### src/rtl/instr_fetch_unit_pkg.sv
// Shared types and constants for the instruction fetch unit: FSM state encoding,
// default geometry and the all-zero HALT word.
package instr_fetch_unit_pkg;

   localparam int DEF_INSTR_WIDTH = 20;
   localparam int DEF_ADDR_BITS   = 5;
   localparam int HOLD_W          = 4;

   localparam logic [DEF_INSTR_WIDTH-1:0] HALT_WORD = '0;

   typedef enum logic [1:0] {
      ST_IDLE  = 2'd0,
      ST_FETCH = 2'd1,
      ST_ISSUE = 2'd2,
      ST_DONE  = 2'd3
   } fsm_state_e;

endpackage

### src/rtl/instr_fetch_unit_mem.sv
// Program memory: synchronous write port, registered read with write-first
// forwarding so a word written on the same edge as its read is seen immediately.
module instr_mem
   import instr_fetch_unit_pkg::*;
#(
   parameter int INSTR_WIDTH = DEF_INSTR_WIDTH,
   parameter int ADDR_BITS   = DEF_ADDR_BITS
) (
   input  logic                   clk_i,
   input  logic                   we_i,
   input  logic [ADDR_BITS-1:0]   wr_addr_i,
   input  logic [INSTR_WIDTH-1:0] wr_data_i,
   input  logic [ADDR_BITS-1:0]   rd_addr_i,
   output logic [INSTR_WIDTH-1:0] rd_data_o
);

   localparam int DEPTH = 1 << ADDR_BITS;

   logic [INSTR_WIDTH-1:0] mem_q [DEPTH];
   logic [INSTR_WIDTH-1:0] rd_data_q;

   always_ff @(posedge clk_i) begin
      if (we_i) begin
         mem_q[wr_addr_i] <= wr_data_i;
      end
      if (we_i && (wr_addr_i == rd_addr_i)) begin
         rd_data_q <= wr_data_i;
      end else begin
         rd_data_q <= mem_q[rd_addr_i];
      end
   end

   assign rd_data_o = rd_data_q;

endmodule

### src/rtl/instr_fetch_unit.sv
// Instruction fetch unit: steps through program memory from address 0, holding
// each non-zero word on the CPU instruction bus for HOLD_CYCLES cycles.
module instr_fetch_unit
   import instr_fetch_unit_pkg::*;
#(
   parameter int INSTR_WIDTH = DEF_INSTR_WIDTH,
   parameter int ADDR_BITS   = DEF_ADDR_BITS,
   parameter int HOLD_CYCLES = 3
) (
   input  logic                   clk,
   input  logic                   rst,
   input  logic                   prog_we,
   input  logic [ADDR_BITS-1:0]   prog_addr,
   input  logic [INSTR_WIDTH-1:0] prog_data,
   input  logic                   start,
   output logic [INSTR_WIDTH-1:0] instruction,
   output logic                   instr_valid,
   output logic [ADDR_BITS-1:0]   pc,
   output logic                   busy,
   output logic                   done
);

   localparam logic [ADDR_BITS-1:0] PC_LAST   = '1;
   localparam logic [HOLD_W-1:0]    HOLD_LAST = HOLD_W'(HOLD_CYCLES - 1);

   fsm_state_e             state_q, state_d;
   logic [ADDR_BITS-1:0]   pc_q, pc_d;
   logic [HOLD_W-1:0]      hold_q, hold_d;
   logic [INSTR_WIDTH-1:0] fetch_q, fetch_d;
   logic [INSTR_WIDTH-1:0] mem_rd_data;
   logic                   idle_or_done;
   logic                   mem_we;
   logic                   fetched_halt;

   assign idle_or_done = (state_q == ST_IDLE) || (state_q == ST_DONE);
   assign mem_we       = prog_we && idle_or_done;
   assign fetched_halt = (mem_rd_data == INSTR_WIDTH'(HALT_WORD));

   // Read address follows next-state pc, so the word for pc is ready during FETCH.
   instr_mem #(
      .INSTR_WIDTH (INSTR_WIDTH),
      .ADDR_BITS   (ADDR_BITS)
   ) u_mem (
      .clk_i     (clk),
      .we_i      (mem_we),
      .wr_addr_i (prog_addr),
      .wr_data_i (prog_data),
      .rd_addr_i (pc_d),
      .rd_data_o (mem_rd_data)
   );

   always_comb begin
      state_d = state_q;
      pc_d    = pc_q;
      hold_d  = hold_q;
      fetch_d = fetch_q;
      case (state_q)
         ST_IDLE, ST_DONE: begin
            if (start) begin
               state_d = ST_FETCH;
               pc_d    = '0;
            end
         end
         ST_FETCH: begin
            fetch_d = mem_rd_data;
            hold_d  = '0;
            state_d = fetched_halt ? ST_DONE : ST_ISSUE;
         end
         ST_ISSUE: begin
            if (hold_q == HOLD_LAST) begin
               hold_d = '0;
               if (pc_q == PC_LAST) begin
                  state_d = ST_DONE;
               end else begin
                  pc_d    = pc_q + 1'b1;
                  state_d = ST_FETCH;
               end
            end else begin
               hold_d = hold_q + 1'b1;
            end
         end
         default: state_d = ST_IDLE;
      endcase
   end

   always_ff @(posedge clk or posedge rst) begin
      if (rst) begin
         state_q <= ST_IDLE;
         pc_q    <= '0;
         hold_q  <= '0;
         fetch_q <= '0;
      end else begin
         state_q <= state_d;
         pc_q    <= pc_d;
         hold_q  <= hold_d;
         fetch_q <= fetch_d;
      end
   end

   // Outputs decode straight from state so reset clears them without waiting for a clock.
   assign instr_valid = (state_q == ST_ISSUE);
   assign instruction = instr_valid ? fetch_q : '0;
   assign pc          = pc_q;
   assign busy        = (state_q == ST_FETCH) || (state_q == ST_ISSUE);
   assign done        = (state_q == ST_DONE);

endmodule

### config.mk
export PLATFORM = sky130hd
export DESIGN_NAME = instr_fetch_unit
export DESIGN_NICKNAME = d
export VERILOG_FILES = /design/src/rtl/instr_fetch_unit_pkg.sv /design/src/rtl/instr_fetch_unit_mem.sv /design/src/rtl/instr_fetch_unit.sv
export SDC_FILE = /design/constraint.sdc
export NUM_CORES = 1
export LEC_CHECK = 0
export BUFFER_PORTS_ARGS = -buffer_cell sky130_fd_sc_hd__clkbuf_2
export CORE_MARGIN = 5
export CORE_UTILIZATION = 45
export DETAILED_ROUTE_END_ITERATION = 8
export HOLD_SLACK_MARGIN = 0.03
export PLACE_DENSITY_LB_ADDON = 0.2
export RECOVER_POWER = 100
export SYNTH_ARGS = -nofsm -noshare
export SYNTH_HDL_FRONTEND = slang
export SYNTH_SLANG_ARGS = --single-unit
export TNS_END_PERCENT = 1
### constraint.sdc
create_clock -name clk -period 2.7 [get_ports clk]
set_input_delay 0.27 -clock clk [delete_from_list [all_inputs] [get_ports clk]]
set_output_delay 0.27 -clock clk [all_outputs]
set_load 0.05 [all_outputs]
# After elaboration in Yosys (flattened, before gate mapping)

Memory sizes are Yosys's and may differ from the RTL's. A register that Yosys moved wholly into a read port is not among the register bits.
Cells that the tools add are included.

Register bits after elaboration: 31
RAM bits: 640
Output and inout bits: 28
Memories kept: 1

Memories:

| memory      | depth | bits a word | read ports | clocked after Yosys merged registers in | wr ports | RTL line                   | text |
|---|---|---|---|---|---|---|---|
| u_mem.mem_q | 32    | 20          | 1          | 1                                       | 1        | instr_fetch_unit_mem.sv:19 | `logic [INSTR_WIDTH-1:0] mem_q [DEPTH];` |

Add/sub/neg operators: 2
Eq/ne operators: 7
Multiplexer cells: 14
Reductions and logical operators: 8

Operators by type and width:

| kind                | count |
|---|---|
| $logic_not 20->1    | 1 |
| $mux 20             | 1 |
| $mux 5              | 3 |
| $pmux 5 s2          | 1 |
| $pmux 4 s2          | 1 |
| $mux 2              | 3 |
| $pmux 2 s3          | 1 |
| $add 5x1->5 const B | 1 |
| $eq 5x5->1 const B  | 1 |
| $add 4x1->4 const B | 1 |
| $eq 2x2->1 const B  | 2 |
| $eq 4x2->1 const B  | 1 |
| $mux 4              | 1 |
| $mux 1              | 3 |
| $eq 2x1->1 const B  | 1 |
| $logic_not 2->1     | 1 |
| $logic_or 1x1->1    | 2 |
| $ne 2x1->1 const B  | 1 |
| $ne 2x2->1 const B  | 1 |
| $reduce_and 2->1    | 1 |
| $reduce_bool 2->1   | 1 |
| $reduce_or 2->1     | 1 |
| $logic_and 1x1->1   | 1 |

# Depth between registers and ports, before layout

Depth after elaboration: 5
Mapped depth: 13
Gate-level depth less buffers: 7

# Cells and area by module

From an unflattened synthesis, not the netlist that was laid out.

Cell total of the unflattened synthesis: 1541
Area total of the unflattened synthesis: 26810.7 um^2

By module, submodules not included:

| module           | times used | cells each | area an instance (um^2) |
|---|---|---|---|
| instr_mem        | 1          | 1399       | 25253.0 |
| instr_fetch_unit | 1          | 142        | 1557.7 |

# Worst setup path before layout

No wires, ideal clock.

Kind: register -> register
Start: register state_q[0]
End: memory u_mem.mem_q[26][0] (netlist bit), enable pin
Library setup time: 397 ps
Arrival: 2181 ps
Path slack: 122 ps
Cell stages (with the launch flop): 6
Buffers on the path: 1
Cells stage by stage: dfrtp_1 inv_1 ha_1 clkbuf_1 nand4b_1 nor2_1

Word-level cells in the longest chain between the ends: 5
Elaborated cells between the ends (all ways): 6

RTL lines:

| element                                       | RTL line                   | text |
|---|---|---|
| from (decl)                                   | instr_fetch_unit.sv:26     | `fsm_state_e state_q, state_d;` |
| from (signal assigned)                        | instr_fetch_unit.sv:93     | `state_q <= state_d;` |
| $eq 2x2->1 or $logic_not 2->1 (tied branches) | instr_fetch_unit.sv:35     | `assign idle_or_done = (state_q == ST_IDLE) \|\| (state_q == ST_DONE);` |
| $logic_or 1x1->1 *                            | instr_fetch_unit.sv:35     |  |
| $logic_and 1x1->1 *                           | instr_fetch_unit.sv:36     | `assign mem_we = prog_we && idle_or_done;` |
| $mux 1 *                                      | instr_fetch_unit_mem.sv:23 | `if (we_i) begin` |
| $mux 1 (not written as such) *                | instr_fetch_unit_mem.sv:24 | `mem_q[wr_addr_i] <= wr_data_i;` |
| to (decl)                                     | instr_fetch_unit_mem.sv:19 |  |

Mark *: on every way between the ends. The rest lies on a longest branch, timed or not.

==> impl_summary.md <==
Outcome
The flow ran to the end, but the final reports show violations. The final reports fail on max-capacitance violations, max-slew violations, negative setup slack.

Logic synthesis
The cell area after technology mapping is 26500 sq um. The unique cell type count in the Yosys netlist is 59. The share of the Yosys chip area taken by registers is 75.9%. The synthesized design devotes to its leading area cell type 72.6% of total area. The share of synthesized registers carrying an async set or reset is 4.59%. The main flop type after synthesis is sky130_fd_sc_hd__edfxtp_1. The number of flops mapped to enable cells by yosys is 640. The synthesized design spends more area on one cell type than any other, namely sky130_fd_sc_hd__edfxtp_1. The number of register bits inferred by synthesis is 676. The count of warnings emitted by yosys is 0. After synthesis, the cell types taking the most area are sky130_fd_sc_hd__edfxtp_1 (73%), sky130_fd_sc_hd__mux4_2 (12%), sky130_fd_sc_hd__dfrtp_1 (2.9%), sky130_fd_sc_hd__mux2i_1 (1.7%), sky130_fd_sc_hd__mux4_1 (0.89%).

Synthesis produced 1255 cells. The synthesized net count is 1291. The synthesized area per cell is 21.1 sq um.

Clocking
The longest clock path from root to sink contains 3 buffers. The depth of the CTS H-tree is 3. Clock-pin slew was measured on the worst setup and hold paths at 0.06 ns. The number of sinks driven by the clock tree is 676. The CTS tree is built. Counting the buffers created by CTS gives 71.

The latest clock arrival within the worst-skew pair is 0.61 ns. The buffer type at the clock tree root is sky130_fd_sc_hd__clkbuf_16.

Critical path
In this run the critical register-to-register path is captured at state_q[0]. Counting cells, the worst reg-to-reg path comes to 10. The type of origin of the critical path is a flip-flop.

STA puts the critical path data arrival time at 3.36 ns. The critical path endpoint category is a flip-flop. The required time of the critical path is 3.22 ns.

The peak per-stage delay on the critical path is 0.57 ns. The signal on the critical path passes through buf_6, buf_16, clkbuf_4, mux4_2, a22oi_1, a21oi_1, nand4bb_1, nor4_4, a21oi_2, nor3_2. The worst setup path is of the reg2reg kind. The cell with the largest stage delay on the worst path is sky130_fd_sc_hd__mux4_2.

In this run the register-to-register setup slack is -0.14 ns. In this run the worst path has a maximum fanout of 12.

Floorplan
From left edge to right edge, the die measures 253 microns. The floorplan has 88 rows. The placeable core area is 58000 sq um.

In this run the count of I/O pins placed on the die edge is 57. The floorplan step defined a die boundary enclosing 63800 sq um. The height of the die is 253 microns. The initial standard-cell utilization of the core is 45.6%.

Pwr
In this run the power density over the cells is 735 nW/um^2. The relative contribution of sequential cells to total power is 51.4%. The worst IR drop on VDD is 513 uV. The internal power is 18100 uW.

The standby leakage power is 0.0102 uW. For this design the total switching power over the nets is 5080 uW. Net switching is 21.9% of the power. In this run, the clock network consumes 41.9% of the power. The share of total power dissipated in combinational logic is 6.8%.

Timing
Setup total negative slack on the finished layout was measured at -0.277 ns. The final critical-path share of the clock period is 105%. The final setup slack of the worst path is -0.138 ns.

The max-slew headroom at the worst pin is -7.69%. The number of hold-slack violations in the final timing report is 0. The clock arrives with 0.0169 ns of skew. Setup repair after global routing could not meet its margin everywhere. The final-report max-slew violation count was 99. The final setup violation count is 5.

For the pin with the worst max-slew slack, the measured transition is 1.62 ns. Static timing analysis puts the maximum clock frequency at 0.352 GHz. The final period demand of the worst path is 2.84 ns.

Finish
The antenna diode instance count is 0. The post-route netlist has 32.1% of its cells at a drive strength greater than 1. The fill cell total of the finished layout is 4461.

The final layout contains 1570 nets. The final core utilization is 54.3%. Once layout is done, the placed cells without fillers occupy 31500 sq um. The synthesis-to-layout area growth is 19.2%.

Placement
The placed instance area is 29000 sq um. The count of port buffers added during placement is 56. At the end of routability-driven placement, the weighted congestion stood at 0.863. Once detailed placement completed, the half-perimeter wirelength came to 42100 microns.

Drt
The post-detailed-routing wire length is 67300 microns. The via count of the routed design is 13650. For this run, design rule violations remaining after detail routing come to 0.

The number of DRC markers after the initial detailed-route iteration is 1367. Once detail routing completed, the nets flagged for antenna violations numbered 0. The post-detailed-route wirelength per cell is 28.6 microns.

For this run, the detailed router's first-pass iteration total came to 6. Dividing the detail-routed via count by the number of cells gives 5.79.

GRT
The via count of the first global-routing pass is 13939. Entering global routing, the biggest net connects 33 pins. For this run, the total global-route usage over all layers was measured as 21.1%. The first-pass GRT wire length is 97500 microns. The remaining global-route overflow is 0. The initial antenna violation count was 1.

Flow run
The total of max-cap violations is 3.

Min path
The worst min-delay path category is in2async.
-- cell usage after synthesis, types with 2 or more instances --
library cell and number:
sky130_fd_sc_hd__edfxtp_1 640, sky130_fd_sc_hd__mux4_2 146, sky130_fd_sc_hd__nor2_1 62, sky130_fd_sc_hd__mux2i_1 46, sky130_fd_sc_hd__and2_1 36, sky130_fd_sc_hd__dfrtp_1 31, sky130_fd_sc_hd__nand2_1 30, sky130_fd_sc_hd__clkbuf_1 24
sky130_fd_sc_hd__a21oi_1 21, sky130_fd_sc_hd__mux2_2 15, sky130_fd_sc_hd__a31oi_1 14, sky130_fd_sc_hd__buf_6 13, sky130_fd_sc_hd__o21ai_0 13, sky130_fd_sc_hd__a221oi_1 12, sky130_fd_sc_hd__buf_2 12, sky130_fd_sc_hd__a22o_1 10
sky130_fd_sc_hd__inv_1 10, sky130_fd_sc_hd__and3_1 9, sky130_fd_sc_hd__mux4_1 9, sky130_fd_sc_hd__buf_4 8, sky130_fd_sc_hd__o21ai_1 8, sky130_fd_sc_hd__ha_1 7, sky130_fd_sc_hd__nand3_1 7, sky130_fd_sc_hd__nor2b_1 6
sky130_fd_sc_hd__a22oi_1 5, sky130_fd_sc_hd__dfxtp_1 5, sky130_fd_sc_hd__a2111oi_1 4, sky130_fd_sc_hd__nand4_1 4, sky130_fd_sc_hd__a2111oi_0 3, sky130_fd_sc_hd__buf_12 3, sky130_fd_sc_hd__nand3b_1 3, sky130_fd_sc_hd__a221o_1 2
sky130_fd_sc_hd__buf_1 2, sky130_fd_sc_hd__buf_8 2, sky130_fd_sc_hd__nand2b_1 2, sky130_fd_sc_hd__nor4_1 2, sky130_fd_sc_hd__nor4_2 2, sky130_fd_sc_hd__o221a_2 2, sky130_fd_sc_hd__o22ai_1 2, sky130_fd_sc_hd__o31ai_1 2
sky130_fd_sc_hd__or2_2 2, sky130_fd_sc_hd__or3_1 2
-- final cells by class --
cell class / count / area, sq um / share of cell area, %
Inverter: 10 / 37.5 / 0.119
Clock inverter: 36 / 335 / 1.06
Sequential cell: 676 / 20100 / 63.8
Clock buffer: 95 / 2000 / 6.33
Tap cell: 765 / 957 / 3.04
Timing Repair Buffer: 271 / 2010 / 6.37
Multi-Input combinational cell: 504 / 6090 / 19.3
-- timing repair --
action	in CTS	in global routing
hold endpoints to repair	31	0
pin swaps	17	8
gates cloned	5	0
resized for setup	53	11
setup endpoints to repair	12	11
hold buffers	1	0
setup buffers	24	0
-- metal layers --
metal / wire length [microns] / global-route usage, % / share of wire, % / vias up
li1: - / - / - / 5779
met1: 28100 / 29.6 / 42 / 7270
met2: 33200 / 34.4 / 49 / 512
met3: 4420 / 3.91 / 6.6 / 87
met4: 1560 / 6.08 / 2.3 / 2
met5: 20 / 0 / 0.030 / -
-- stage by stage --
stage          setup slack [ns]  hold slack [ns]  total power (uW)  instances
2_1_floorplan             0.122            0.369             13100       1255
3_3_place_gp             -0.333            0.183             13700       2196
3_5_place_dp             -0.409            0.192             13700       2196
4_1_cts                  -0.108           0.0839             23400       2357
5_1_grt                  -0.220            0.135             24000       2357
6_report                 -0.138            0.115             23200       2357
-- power by group through the flow --
stage | logic (uW) | clock network [uW] | registers (uW)
after floorplan | 979 | 0 | 12100
after global placement | 1560 | 0 | 12100
after detailed placement | 1600 | 0 | 12100
after CTS | 1660 | 9880 | 11900
after global routing | 1680 | 10300 | 11900
final | 1570 | 9700 | 11900
-- flip-flops by register name (all words and copies together), names as in the netlist, named ones only --
| name | count |
|---|---|
| fetch_q | 20 |
| hold_q | 4 |
| pc | 5 |
| state_q | 2 |
| u_mem.mem_q | 640 |
-- cells by family (layout without fill, tap and decap cells) --
family,after synthesis,count (layout),share of synthesized area [%]
compound gates,107,107,2.82
fa+ha+maj,7,7,0.331
buf+inv,75,412,1.89
flops,676,676,75.9
mux,216,216,15.7
simple gates,174,174,3.33
-- cell usage in the layout (no fill, tap or decap), drive strengths merged, types with 3 or more instances in the layout --
| cell | instances |
|---|---|
| nor2 | 62 |
| inv | 14 |
| nand2 | 30 |
| ha | 7 |
| nor4 | 4 |
| clkbuf | 213 |
| a21oi | 21 |
| a221oi | 12 |
| a22oi | 5 |
| mux2 | 15 |
| clkinv | 25 |
| and2 | 36 |
| a22o | 10 |
| a2111oi | 8 |
| a31oi | 14 |
| and3 | 9 |
| nand4 | 4 |
| buf | 151 |
| dfxtp | 5 |
| edfxtp | 640 |
| nand3b | 3 |
| bufinv | 6 |
| nand3 | 7 |
| nor2b | 6 |
| mux2i | 46 |
| o21ai | 21 |
| mux4 | 155 |
| dfrtp | 31 |
-- critical path: cells and delay by family (launching register included) --
family | cells | cell delay, ns
compound gates | 3 | 0.41
simple gates | 3 | 0.72
mux | 1 | 0.57
buf+inv | 3 | 0.62
flops | 1 | 0.42
-- worst max path at each step --
stage                           from                 end  slack [ns]
after floorplan           state_q[0]  u_mem.mem_q[26][0]        0.12
after global placement     flip-flop          state_q[0]       -0.33
after detailed placement   flip-flop          state_q[0]       -0.41
after CTS                  flip-flop          state_q[0]       -0.11
after global routing       flip-flop          state_q[0]       -0.22
final                      flip-flop          state_q[0]       -0.14
No activity file was read; power rests on OpenSTA's default activity.
